## config.mk

```make
export PLATFORM = sky130hd
export DESIGN_NAME = rv_imm_target_pipe_flat
export DESIGN_NICKNAME = d
export VERILOG_FILES = /design/src/rtl/rv_imm_target_pipe_pkg.sv /design/src/rtl/rv_imm_target_pipe_if.sv /design/src/rtl/rv_imm_decode.sv /design/src/rtl/rv_imm_target_pipe.sv /design/src/flat_wrapper.sv
export SDC_FILE = /design/constraint.sdc
export NUM_CORES = 1
export LEC_CHECK = 0
export BUFFER_PORTS_ARGS = -buffer_cell sky130_fd_sc_hd__buf_2
export CELL_PAD_IN_SITES_DETAIL_PLACEMENT = 1
export CELL_PAD_IN_SITES_GLOBAL_PLACEMENT = 2
export CORE_MARGIN = 2
export CORE_UTILIZATION = 39
export DETAILED_ROUTE_END_ITERATION = 8
export HOLD_SLACK_MARGIN = 0.08
export PLACE_DENSITY = 0.95
export REMOVE_ABC_BUFFERS = 1
export SLEW_MARGIN = 20
export SYNTH_ARGS = -nofsm -noshare
export SYNTH_HDL_FRONTEND = slang
export SYNTH_HIERARCHICAL = 1
export SYNTH_SLANG_ARGS = --single-unit
```

## constraint.sdc

```tcl
create_clock -name clk -period 5.5 [get_ports clk]
set_clock_uncertainty 0.15 [all_clocks]
set_input_delay 0.275 -clock clk [delete_from_list [all_inputs] [get_ports clk]]
set_output_delay 0.275 -clock clk [all_outputs]
set_load 0.03 [all_outputs]
```

## src/rtl/rv_imm_target_pipe_pkg.sv

```systemverilog
// Shared definitions for the immediate/target pipeline and its decoder.
//   OPCODE_*     : RV32 major opcodes (ir[6:0]) recognised by the decoder
//   fmt_t        : 3-bit instruction format code reported alongside the immediate
//   xlen_legal   : datapath widths the pipeline supports
//   stages_legal : pipeline depths the pipeline supports
package rv_imm_target_pipe_pkg;

    localparam logic [6:0] OPCODE_LOAD     = 7'b0000011;
    localparam logic [6:0] OPCODE_MISC_MEM = 7'b0001111;
    localparam logic [6:0] OPCODE_OP_IMM   = 7'b0010011;
    localparam logic [6:0] OPCODE_AUIPC    = 7'b0010111;
    localparam logic [6:0] OPCODE_STORE    = 7'b0100011;
    localparam logic [6:0] OPCODE_OP       = 7'b0110011;
    localparam logic [6:0] OPCODE_LUI      = 7'b0110111;
    localparam logic [6:0] OPCODE_BRANCH   = 7'b1100011;
    localparam logic [6:0] OPCODE_JALR     = 7'b1100111;
    localparam logic [6:0] OPCODE_JAL      = 7'b1101111;
    localparam logic [6:0] OPCODE_SYSTEM   = 7'b1110011;

    typedef enum logic [2:0] {
        FMT_R = 3'd0,
        FMT_I = 3'd1,
        FMT_S = 3'd2,
        FMT_B = 3'd3,
        FMT_U = 3'd4,
        FMT_J = 3'd5
    } fmt_t;

    localparam int unsigned XLEN_32 = 32;
    localparam int unsigned XLEN_64 = 64;

    function automatic logic xlen_legal(input int unsigned xlen);
        return (xlen == XLEN_32) || (xlen == XLEN_64);
    endfunction

    function automatic logic stages_legal(input int unsigned stages);
        return (stages == 1) || (stages == 2);
    endfunction

endpackage

```

## src/rtl/rv_imm_target_pipe_if.sv

```systemverilog
// Handshake bundle between fetch (master) and the immediate/target pipeline (slave).
//   flush                    : master -> slave, drop everything in flight
//   in_valid/in_ir/in_pc     : master -> slave, offered instruction and its PC
//   in_ready                 : slave  -> master, pipeline can accept this cycle
//   out_valid/out_imm/...    : slave  -> master, decoded result
//   out_ready                : master -> slave, result consumed
interface rv_imm_target_pipe_if #(
    parameter int unsigned XLEN = 32
);
    import rv_imm_target_pipe_pkg::*;

    logic            flush;
    logic            in_valid;
    logic            in_ready;
    logic [31:0]     in_ir;
    logic [XLEN-1:0] in_pc;
    logic            out_valid;
    logic            out_ready;
    logic [XLEN-1:0] out_imm;
    logic [XLEN-1:0] out_target;
    fmt_t            out_fmt;
    logic            out_illegal;

    modport master (
        output flush, in_valid, in_ir, in_pc, out_ready,
        input  in_ready, out_valid, out_imm, out_target, out_fmt, out_illegal
    );

    modport slave (
        input  flush, in_valid, in_ir, in_pc, out_ready,
        output in_ready, out_valid, out_imm, out_target, out_fmt, out_illegal
    );

endinterface

```

## src/rtl/rv_imm_decode.sv

```systemverilog
// Purely combinational RV32 immediate decoder.
//   ir      in  32    raw instruction word
//   imm     out XLEN  sign-extended immediate (0 for R-format)
//   fmt     out 3     instruction format
//   illegal out 1     opcode not recognised (includes ir[1:0] != 2'b11)
module rv_imm_decode
    import rv_imm_target_pipe_pkg::*;
#(
    parameter int unsigned XLEN = 32
) (
    input  logic [31:0]     ir,
    output logic [XLEN-1:0] imm,
    output fmt_t            fmt,
    output logic            illegal
);

    logic signed [31:0] i_imm;
    logic signed [31:0] s_imm;
    logic signed [31:0] b_imm;
    logic signed [31:0] u_imm;
    logic signed [31:0] j_imm;
    logic signed [31:0] imm32;

    assign i_imm = {{20{ir[31]}}, ir[31:20]};
    assign s_imm = {{20{ir[31]}}, ir[31:25], ir[11:7]};
    assign b_imm = {{19{ir[31]}}, ir[31], ir[7], ir[30:25], ir[11:8], 1'b0};
    assign u_imm = {ir[31:12], 12'b0};
    assign j_imm = {{11{ir[31]}}, ir[31], ir[19:12], ir[20], ir[30:21], 1'b0};

    // Every recognised opcode ends in 2'b11, so a bad ir[1:0] lands in default.
    always_comb begin
        fmt     = FMT_I;
        imm32   = i_imm;
        illegal = 1'b0;
        case (ir[6:0])
            OPCODE_OP_IMM, OPCODE_LOAD, OPCODE_JALR,
            OPCODE_SYSTEM, OPCODE_MISC_MEM: begin
                fmt   = FMT_I;
                imm32 = i_imm;
            end
            OPCODE_STORE: begin
                fmt   = FMT_S;
                imm32 = s_imm;
            end
            OPCODE_BRANCH: begin
                fmt   = FMT_B;
                imm32 = b_imm;
            end
            OPCODE_LUI, OPCODE_AUIPC: begin
                fmt   = FMT_U;
                imm32 = u_imm;
            end
            OPCODE_JAL: begin
                fmt   = FMT_J;
                imm32 = j_imm;
            end
            OPCODE_OP: begin
                fmt   = FMT_R;
                imm32 = '0;
            end
            default: begin
                fmt     = FMT_I;
                imm32   = i_imm;
                illegal = 1'b1;
            end
        endcase
    end

    // Signed size cast sign-extends bit 31 up to XLEN.
    assign imm = XLEN'(imm32);

endmodule

```

## src/rtl/rv_imm_target_pipe.sv

```systemverilog
// Pipelined immediate generator + PC-relative target adder.
//   clk    in  1   rising-edge clock
//   rst_n  in  1   asynchronous active-low reset
//   bus    slave modport of rv_imm_target_pipe_if:
//          in_valid/in_ready/in_ir/in_pc  accepted instruction
//          out_valid/out_ready/out_imm/out_target/out_fmt/out_illegal  result
//          flush  drops in-flight entries and the one offered this cycle
// STAGES=1: decode and add feed the output register directly.
// STAGES=2: decode results and pc are registered first; the adder feeds the output register.
module rv_imm_target_pipe
    import rv_imm_target_pipe_pkg::*;
#(
    parameter int unsigned XLEN   = 32,
    parameter int unsigned STAGES = 2
) (
    input  logic                clk,
    input  logic                rst_n,
    rv_imm_target_pipe_if.slave bus
);

    if (!xlen_legal(XLEN)) begin : g_bad_xlen
        $error("rv_imm_target_pipe: XLEN must be 32 or 64");
    end
    if (!stages_legal(STAGES)) begin : g_bad_stages
        $error("rv_imm_target_pipe: STAGES must be 1 or 2");
    end

    logic [XLEN-1:0] dec_imm;
    fmt_t            dec_fmt;
    logic            dec_illegal;

    rv_imm_decode #(
        .XLEN (XLEN)
    ) u_decode (
        .ir      (bus.in_ir),
        .imm     (dec_imm),
        .fmt     (dec_fmt),
        .illegal (dec_illegal)
    );

    // Feed into the output register, whichever stage provides it.
    logic            src_valid;
    logic [XLEN-1:0] src_imm;
    logic [XLEN-1:0] src_pc;
    fmt_t            src_fmt;
    logic            src_illegal;
    logic            src_load;

    logic            ready;

    logic            out_valid_q;
    logic [XLEN-1:0] out_imm_q;
    logic [XLEN-1:0] out_target_q;
    fmt_t            out_fmt_q;
    logic            out_illegal_q;

    logic            out_free;

    assign out_free = !out_valid_q || bus.out_ready;
    assign src_load = src_valid && out_free;

    if (STAGES == 2) begin : g_two
        logic            accept;
        logic            s1_valid;
        logic [XLEN-1:0] s1_imm;
        logic [XLEN-1:0] s1_pc;
        fmt_t            s1_fmt;
        logic            s1_illegal;

        assign accept = bus.in_valid && ready;

        always_ff @(posedge clk or negedge rst_n) begin
            if (!rst_n) begin
                s1_valid   <= 1'b0;
                s1_imm     <= '0;
                s1_pc      <= '0;
                s1_fmt     <= FMT_R;
                s1_illegal <= 1'b0;
            end else begin
                if (bus.flush) begin
                    s1_valid <= 1'b0;
                end else if (accept) begin
                    s1_valid <= 1'b1;
                end else if (src_load) begin
                    s1_valid <= 1'b0;
                end
                if (accept) begin
                    s1_imm     <= dec_imm;
                    s1_pc      <= bus.in_pc;
                    s1_fmt     <= dec_fmt;
                    s1_illegal <= dec_illegal;
                end
            end
        end

        assign src_valid   = s1_valid;
        assign src_imm     = s1_imm;
        assign src_pc      = s1_pc;
        assign src_fmt     = s1_fmt;
        assign src_illegal = s1_illegal;
        assign ready       = !s1_valid || src_load;
    end else begin : g_one
        assign src_valid   = bus.in_valid;
        assign src_imm     = dec_imm;
        assign src_pc      = bus.in_pc;
        assign src_fmt     = dec_fmt;
        assign src_illegal = dec_illegal;
        assign ready       = out_free;
    end

    // Data only moves on a load, so outputs hold while stalled; flush clears
    // valid only and may leave stale data behind.
    always_ff @(posedge clk or negedge rst_n) begin
        if (!rst_n) begin
            out_valid_q   <= 1'b0;
            out_imm_q     <= '0;
            out_target_q  <= '0;
            out_fmt_q     <= FMT_R;
            out_illegal_q <= 1'b0;
        end else begin
            if (bus.flush) begin
                out_valid_q <= 1'b0;
            end else if (src_load) begin
                out_valid_q <= 1'b1;
            end else if (bus.out_ready) begin
                out_valid_q <= 1'b0;
            end
            if (src_load) begin
                out_imm_q     <= src_imm;
                out_target_q  <= src_pc + src_imm;
                out_fmt_q     <= src_fmt;
                out_illegal_q <= src_illegal;
            end
        end
    end

    assign bus.in_ready    = ready;
    assign bus.out_valid   = out_valid_q;
    assign bus.out_imm     = out_imm_q;
    assign bus.out_target  = out_target_q;
    assign bus.out_fmt     = out_fmt_q;
    assign bus.out_illegal = out_illegal_q;

endmodule

```

## src/flat_wrapper.sv

```systemverilog
// flat-port wrapper written by rule: the top's interface ports become plain ports
module rv_imm_target_pipe_flat import rv_imm_target_pipe_pkg::*;
#(
    parameter int unsigned XLEN   = 32,
    parameter int unsigned STAGES = 2
)
  (clk, rst_n, bus_flush, bus_in_valid, bus_in_ir, bus_in_pc, bus_out_ready, bus_in_ready, bus_out_valid, bus_out_imm, bus_out_target, bus_out_fmt, bus_out_illegal);
  rv_imm_target_pipe_if #(.XLEN(XLEN)) bus_i ();
  input  logic clk;
  input  logic rst_n;
  input wire logic [$bits(bus_i.flush)-1:0] bus_flush;
  input wire logic [$bits(bus_i.in_valid)-1:0] bus_in_valid;
  input wire logic [$bits(bus_i.in_ir)-1:0] bus_in_ir;
  input wire logic [$bits(bus_i.in_pc)-1:0] bus_in_pc;
  input wire logic [$bits(bus_i.out_ready)-1:0] bus_out_ready;
  output wire logic [$bits(bus_i.in_ready)-1:0] bus_in_ready;
  output wire logic [$bits(bus_i.out_valid)-1:0] bus_out_valid;
  output wire logic [$bits(bus_i.out_imm)-1:0] bus_out_imm;
  output wire logic [$bits(bus_i.out_target)-1:0] bus_out_target;
  output wire logic [$bits(bus_i.out_fmt)-1:0] bus_out_fmt;
  output wire logic [$bits(bus_i.out_illegal)-1:0] bus_out_illegal;
  assign bus_i.flush = bus_flush;
  assign bus_i.in_valid = bus_in_valid;
  assign bus_i.in_ir = bus_in_ir;
  assign bus_i.in_pc = bus_in_pc;
  assign bus_i.out_ready = bus_out_ready;
  assign bus_in_ready = bus_i.in_ready;
  assign bus_out_valid = bus_i.out_valid;
  assign bus_out_imm = bus_i.out_imm;
  assign bus_out_target = bus_i.out_target;
  assign bus_out_fmt = bus_i.out_fmt;
  assign bus_out_illegal = bus_i.out_illegal;
  rv_imm_target_pipe #(.XLEN(XLEN), .STAGES(STAGES)) u_core (.clk(clk), .rst_n(rst_n), .bus(bus_i));
endmodule
```

# After elaboration in Yosys (flattened, before gate mapping)
# Cells that the tools add are included.
[word_totals]
reg_bits = 138
in_bits = 69
out_inout_bits = 70
elab_cells = 41
[classes]
n_addsub = 1
eq_ne = 11
mux = 9
n_reduce_logical = 10
[op_table]
columns = ["cell", "count"]
rows = [
  ["32-bit case mux with 5 select lines", 1],
  ["32-bit adder", 1],
  ["7-bit == test (second input constant)", 4],
  ["7-bit by 6-bit == test with 1-bit output (second input constant)", 3],
  ["3-bit case mux with 5 select lines", 1],
  ["7-bit by 5-bit == test with 1-bit output (second input constant)", 2],
  ["11-bit OR reduction", 1],
  ["7-bit by 2-bit == test with 1-bit output (second input constant)", 1],
  ["7-bit by 4-bit == test with 1-bit output (second input constant)", 1],
  ["1-bit two-way mux", 7],
  ["3-bit nonzero test", 2],
  ["1-bit logical AND", 2],
  ["1-bit logical NOT", 2],
  ["1-bit logical OR", 2],
  ["2-bit OR reduction", 1],
]

# Depth between registers and ports, before layout
[logic_depth]
depth_word = 7
ltp_mapped = 10
depth_no_buf = 10

# Cells and area by module
# The synthesis kept the hierarchy.
[modules_own_cells]
columns = ["mod", "instances", "cells_per_inst", "area_each_um2", "seq_area_each_um2"]
rows = [
  ["rv_imm_target_pipe", 1, 577, 6754.0, 3453.3],
  ["rv_imm_decode", 1, 82, 514.2, 0.0],
]

# Worst setup path after synthesis
# No wires, ideal clock.
[synth_path]
path_kind = "flip-flop to flip-flop"
startpoint = "reg u_core.out_valid_q, in the netlist u_core/bus.out_valid"
endpoint = "reg u_core.g_two.s1_imm[0]"
setup_time_ns = 0.125
arrival_ns = 2.244
t_required_ns = 5.225
slack_ns = 2.982
stages_incl_launch_ff = 7
n_path_buf = 2
period_less_slack_ns = 2.518
path_cell_list = "dfrtp_1 -> nor2b_1 -> nand2_1 -> nand2_1 -> buf_1 -> buf_1 -> mux2_2"
[synth_via]
elab_chain_len = 5
[synth_rtl]
columns = ["item", "line", "text"]
rows = [
  ["start, declared", "rv_imm_target_pipe.sv:51", "logic out_valid_q;"],
  ["start signal, assigned", "rv_imm_target_pipe.sv:115", "out_valid_q <= 1'b0;"],
  ["start signal, assigned", "rv_imm_target_pipe.sv:122", "out_valid_q <= 1'b0;"],
  ["start signal, assigned", "rv_imm_target_pipe.sv:124", "out_valid_q <= 1'b1;"],
  ["1-bit logical NOT", "rv_imm_target_pipe.sv:59", "assign out_free = !out_valid_q || bus.out_ready;"],
  ["1-bit logical OR", "rv_imm_target_pipe.sv:59", ""],
  ["1-bit logical AND", "rv_imm_target_pipe.sv:60", "assign src_load = src_valid && out_free;"],
  ["1-bit logical OR", "rv_imm_target_pipe.sv:101", "assign ready = !s1_valid || src_load;"],
  ["via bus_in_ready", "flat_wrapper.sv:16", "output wire logic [$bits(bus_i.in_ready)-1:0] bus_in_ready;"],
  ["1-bit logical AND", "rv_imm_target_pipe.sv:70", "assign accept = bus.in_valid && ready;"],
  ["end signal, assigned", "rv_imm_target_pipe.sv:88", "s1_imm <= dec_imm;"],
  ["end, declared", "rv_imm_target_pipe.sv:65", "logic [XLEN-1:0] s1_imm;"],
]
# The timed path passes the listed nets, and every way through them passes these cells.
# A chain may end at the register's enable or synchronous reset.

# Worst setup path in the final report
[layout_path]
startpoint = "reg u_core.g_two.s1_imm[0]"
endpoint = "reg u_core.out_target_q[28], in the netlist u_core/bus.out_target[28]"
[layout_via]
elab_chain_len = 1
[layout_rtl]
columns = ["item", "line", "text"]
rows = [
  ["32-bit adder", "rv_imm_target_pipe.sv:130", "out_target_q <= src_pc + src_imm;"],
  ["end signal, assigned", "rv_imm_target_pipe.sv:130", ""],
  ["end, declared", "rv_imm_target_pipe.sv:53", "logic [XLEN-1:0] out_target_q;"],
]
# No other way between the ends.

==> flow_metrics.tcl <==
set metrics [dict create \
    grt_usage_pct 21.7 \
    status "finished, final reports clean" \
    reg2reg_depth 10 \
    drc 0 \
    crit_path_start_kind "flip-flop" \
    arrival_ps 3120 \
    post-cts-setup-buffers 0 \
    clock_path_buffers 2 \
    required_ps 5620 \
    rsz0062_at_grt "false" \
    min_path_type "in2reg" \
    drv_slew 0 \
    dp_hpwl_um 14200 \
    io_pins 139 \
    n_antenna_cell 0 \
    start_util_pct 40.1 \
    dr_total_vias 5744 \
    drtPass1Iterations 4 \
    ys_ff_latch 138 \
    synth_area_per_cell_um2 11.0 \
    htree_levels 4 \
    synth_flop_cell "dfrtp_1" \
    vias_per_cell 5.36 \
    hold_viol 0 \
    setup_tns_ps 0 \
    fill_cells 2007 \
    netlist_area_um2 7270 \
    synth_edf_count 0 \
    grt_pass1_vias 6252 \
    maxCapViolations 0 \
    fin_ws_ps 2500 \
    drt_iter0_markers 252 \
    endpoint_kind "flip-flop" \
    finalSetupViolations 0 \
    dieArea_um2 19700 \
    place_ws_ps 2650 \
    port_buffers 138 \
    place_congestion 0.838 \
    power_uw 3790 \
    p_per_area_nw_per_um2 412 \
    clkSlewWorstSetupHoldPaths_ps 60 \
    async_flop_share_pct 100 \
    antenna_found_initial 0 \
    area_growth_pct 26.6 \
    crit_type "reg2reg" \
    cts_tree "built" \
    grt_first_pass_wirelength_um 33500 \
    finalCritPeriodShare_pct 54.5 \
    path_max_fanout 3 \
    drive_above_1_share_pct 34.3 \
    syn_inst 659 \
    fmax_mhz 334 \
    irDropWorstVdd_mv 0.236 \
    p_leak_uw 0.00427 \
    synth_seq_area_share_pct 47.5 \
    std_cell_rows 49 \
    postLayoutCellArea_um2 9200 \
    grt_max_degree 71 \
    relSlewSlack_pct 25.6 \
    clock_sink_count 138 \
    cts_inserted_buffers 17 \
    core_um2 18100 \
    synth_cell_type_count 59 \
    min_period_ps 3000 \
    drtAntennaViolNets 0 \
    fp.dieH_um 141 \
    layout.nets 932 \
    synth_warnings 6 \
    dpl_cell_area_um2 8160 \
    cts_root_buffer "clkbuf_16" \
    tightest_slew_ps 1110 \
    clock_latency_ps 420 \
    hold_depth 3 \
    routedWlPerCell_um 19.5 \
    fp.dieW_um 141 \
    grt_overflow 0 \
    wl_um 20900 \
]
synth_stat cells (7+ instances only):
| cell | instances | share of area (%) |
|---|---|---|
| a21oi_1 | 34 | 2.3 |
| and3_1 | 7 | 0.60 |
| clkbuf_1 | 21 | 1.1 |
| buf_1 | 8 | 0.41 |
| nand3_1 | 12 | 0.83 |
| ha_1 | 31 | 5.3 |
| nor2_1 | 19 | 0.98 |
| mux2_2 | 107 | 17 |
| nand2_1 | 60 | 3.1 |
| xor2_1 | 11 | 1.3 |
| o21ai_0 | 51 | 3.5 |
| inv_1 | 17 | 0.88 |
| dfrtp_1 | 138 | 48 |
| a21o_1 | 21 | 2.2 |
| xnor2_1 | 17 | 2.0 |
kinds of logic after synthesis:
logic type	count (synthesis)	synth area share [%]
AO/OA/AOI/OAI	157	13.8
AND/OR/NAND/NOR	147	10.4
flip-flops	138	47.5
multiplexers	108	16.7
buffers and inverters	49	2.58
adder cells (fa/ha/maj)	32	5.61
XOR/XNOR	28	3.37
flip-flops by register name, summed over array words and instances, names as in the netlist:
name                     flops
u_core/bus.out_target       32
u_core/g_two.s1_valid        1
u_core/bus.out_fmt           3
u_core/g_two.s1_imm         32
u_core/g_two.s1_illegal      1
u_core/bus.out_imm          32
u_core/g_two.s1_fmt          3
u_core/bus.out_illegal       1
u_core/g_two.s1_pc          32
u_core/bus.out_valid         1
critical path: stages, from the launching register on:
cell and delay (ps):
dfrtp_1 410, ha_1 250, fa_1 420, a21oi_1 330, o211ai_1 240, nand3_1 170
nand3_1 130, o22ai_1 360, o31ai_1 160, xnor2_1 150, o21ai_0 90
path summary, 6_finish.rpt:
| kind | startpoint | to | slack, ps |
|---|---|---|---|
| setup / recovery | u_core/g_two.s1_imm[0] | u_core/bus.out_target[28] | 2500 |
| hold / removal | bus_in_ir[22] | u_core/g_two.s1_imm[22] | 90 |
| setup reg to reg | u_core/g_two.s1_imm[0] | u_core/bus.out_target[28] | 2500 |
| hold reg to reg | u_core/bus.out_target[8] | u_core/bus.out_target[8] | 320 |
| max in group asynchronous | rst_n | u_core/bus.out_target[27] | 3580 |
| min in group asynchronous | rst_n | u_core/bus.out_target[0] | 270 |
cells in the final DEF, fill, tap and decap left out, drive strengths merged, types with 7 or more instances in the layout:
cell type / instances
nand3: 12
nor2: 19
a21o: 21
nand2b: 7
xor2: 11
dfrtp: 138
and3: 7
dlygate4sd3: 45
xnor2: 17
ha: 31
a21oi: 35
inv: 18
o21ai: 54
buf: 140
mux2: 107
nand2: 61
clkbuf: 20
timing repair:
item,4_1_cts,5_1_grt
hold endpoints to repair,113,0
gates resized for setup,0,0
hold buffers,45,0
final cells by class:
class	instances	area [um2]	area share [%]
repair buffers	185	1160	12.6
clock inverters	11	146	1.59
clock buffers	20	447	4.85
multi-input cells	472	3640	39.6
well taps	229	287	3.11
flip-flops and latches	138	3450	37.5
inverters	17	63.8	0.694
per-stage QoR:
stage,utilization [%],hold WS (ps),std cells
after floorplan,-,-171,627
after global placement,45.0,161,996
after detailed placement,45.0,179,996
after CTS,50.7,81.2,1072
after global routing,50.7,82.1,1072
final,50.7,94.2,1072
where the power goes:
group	internal (uW)	switching (uW)
clock	723	444
sequential	1210	133
combinational	473	807
routing by layer:
| layer | track usage [%] | vias up | share of wire [%] |
|---|---|---|---|
| met1 | 27.8 | 2905 | 45 |
| li1 | - | 2706 | - |
| met2 | 37.7 | 113 | 50 |
| met5 | 0 | - | 0 |
| met4 | 5.47 | 0 | 1.5 |
| met3 | 4.62 | 20 | 3.3 |
Note: power is estimated with default switching activity, not from simulation.
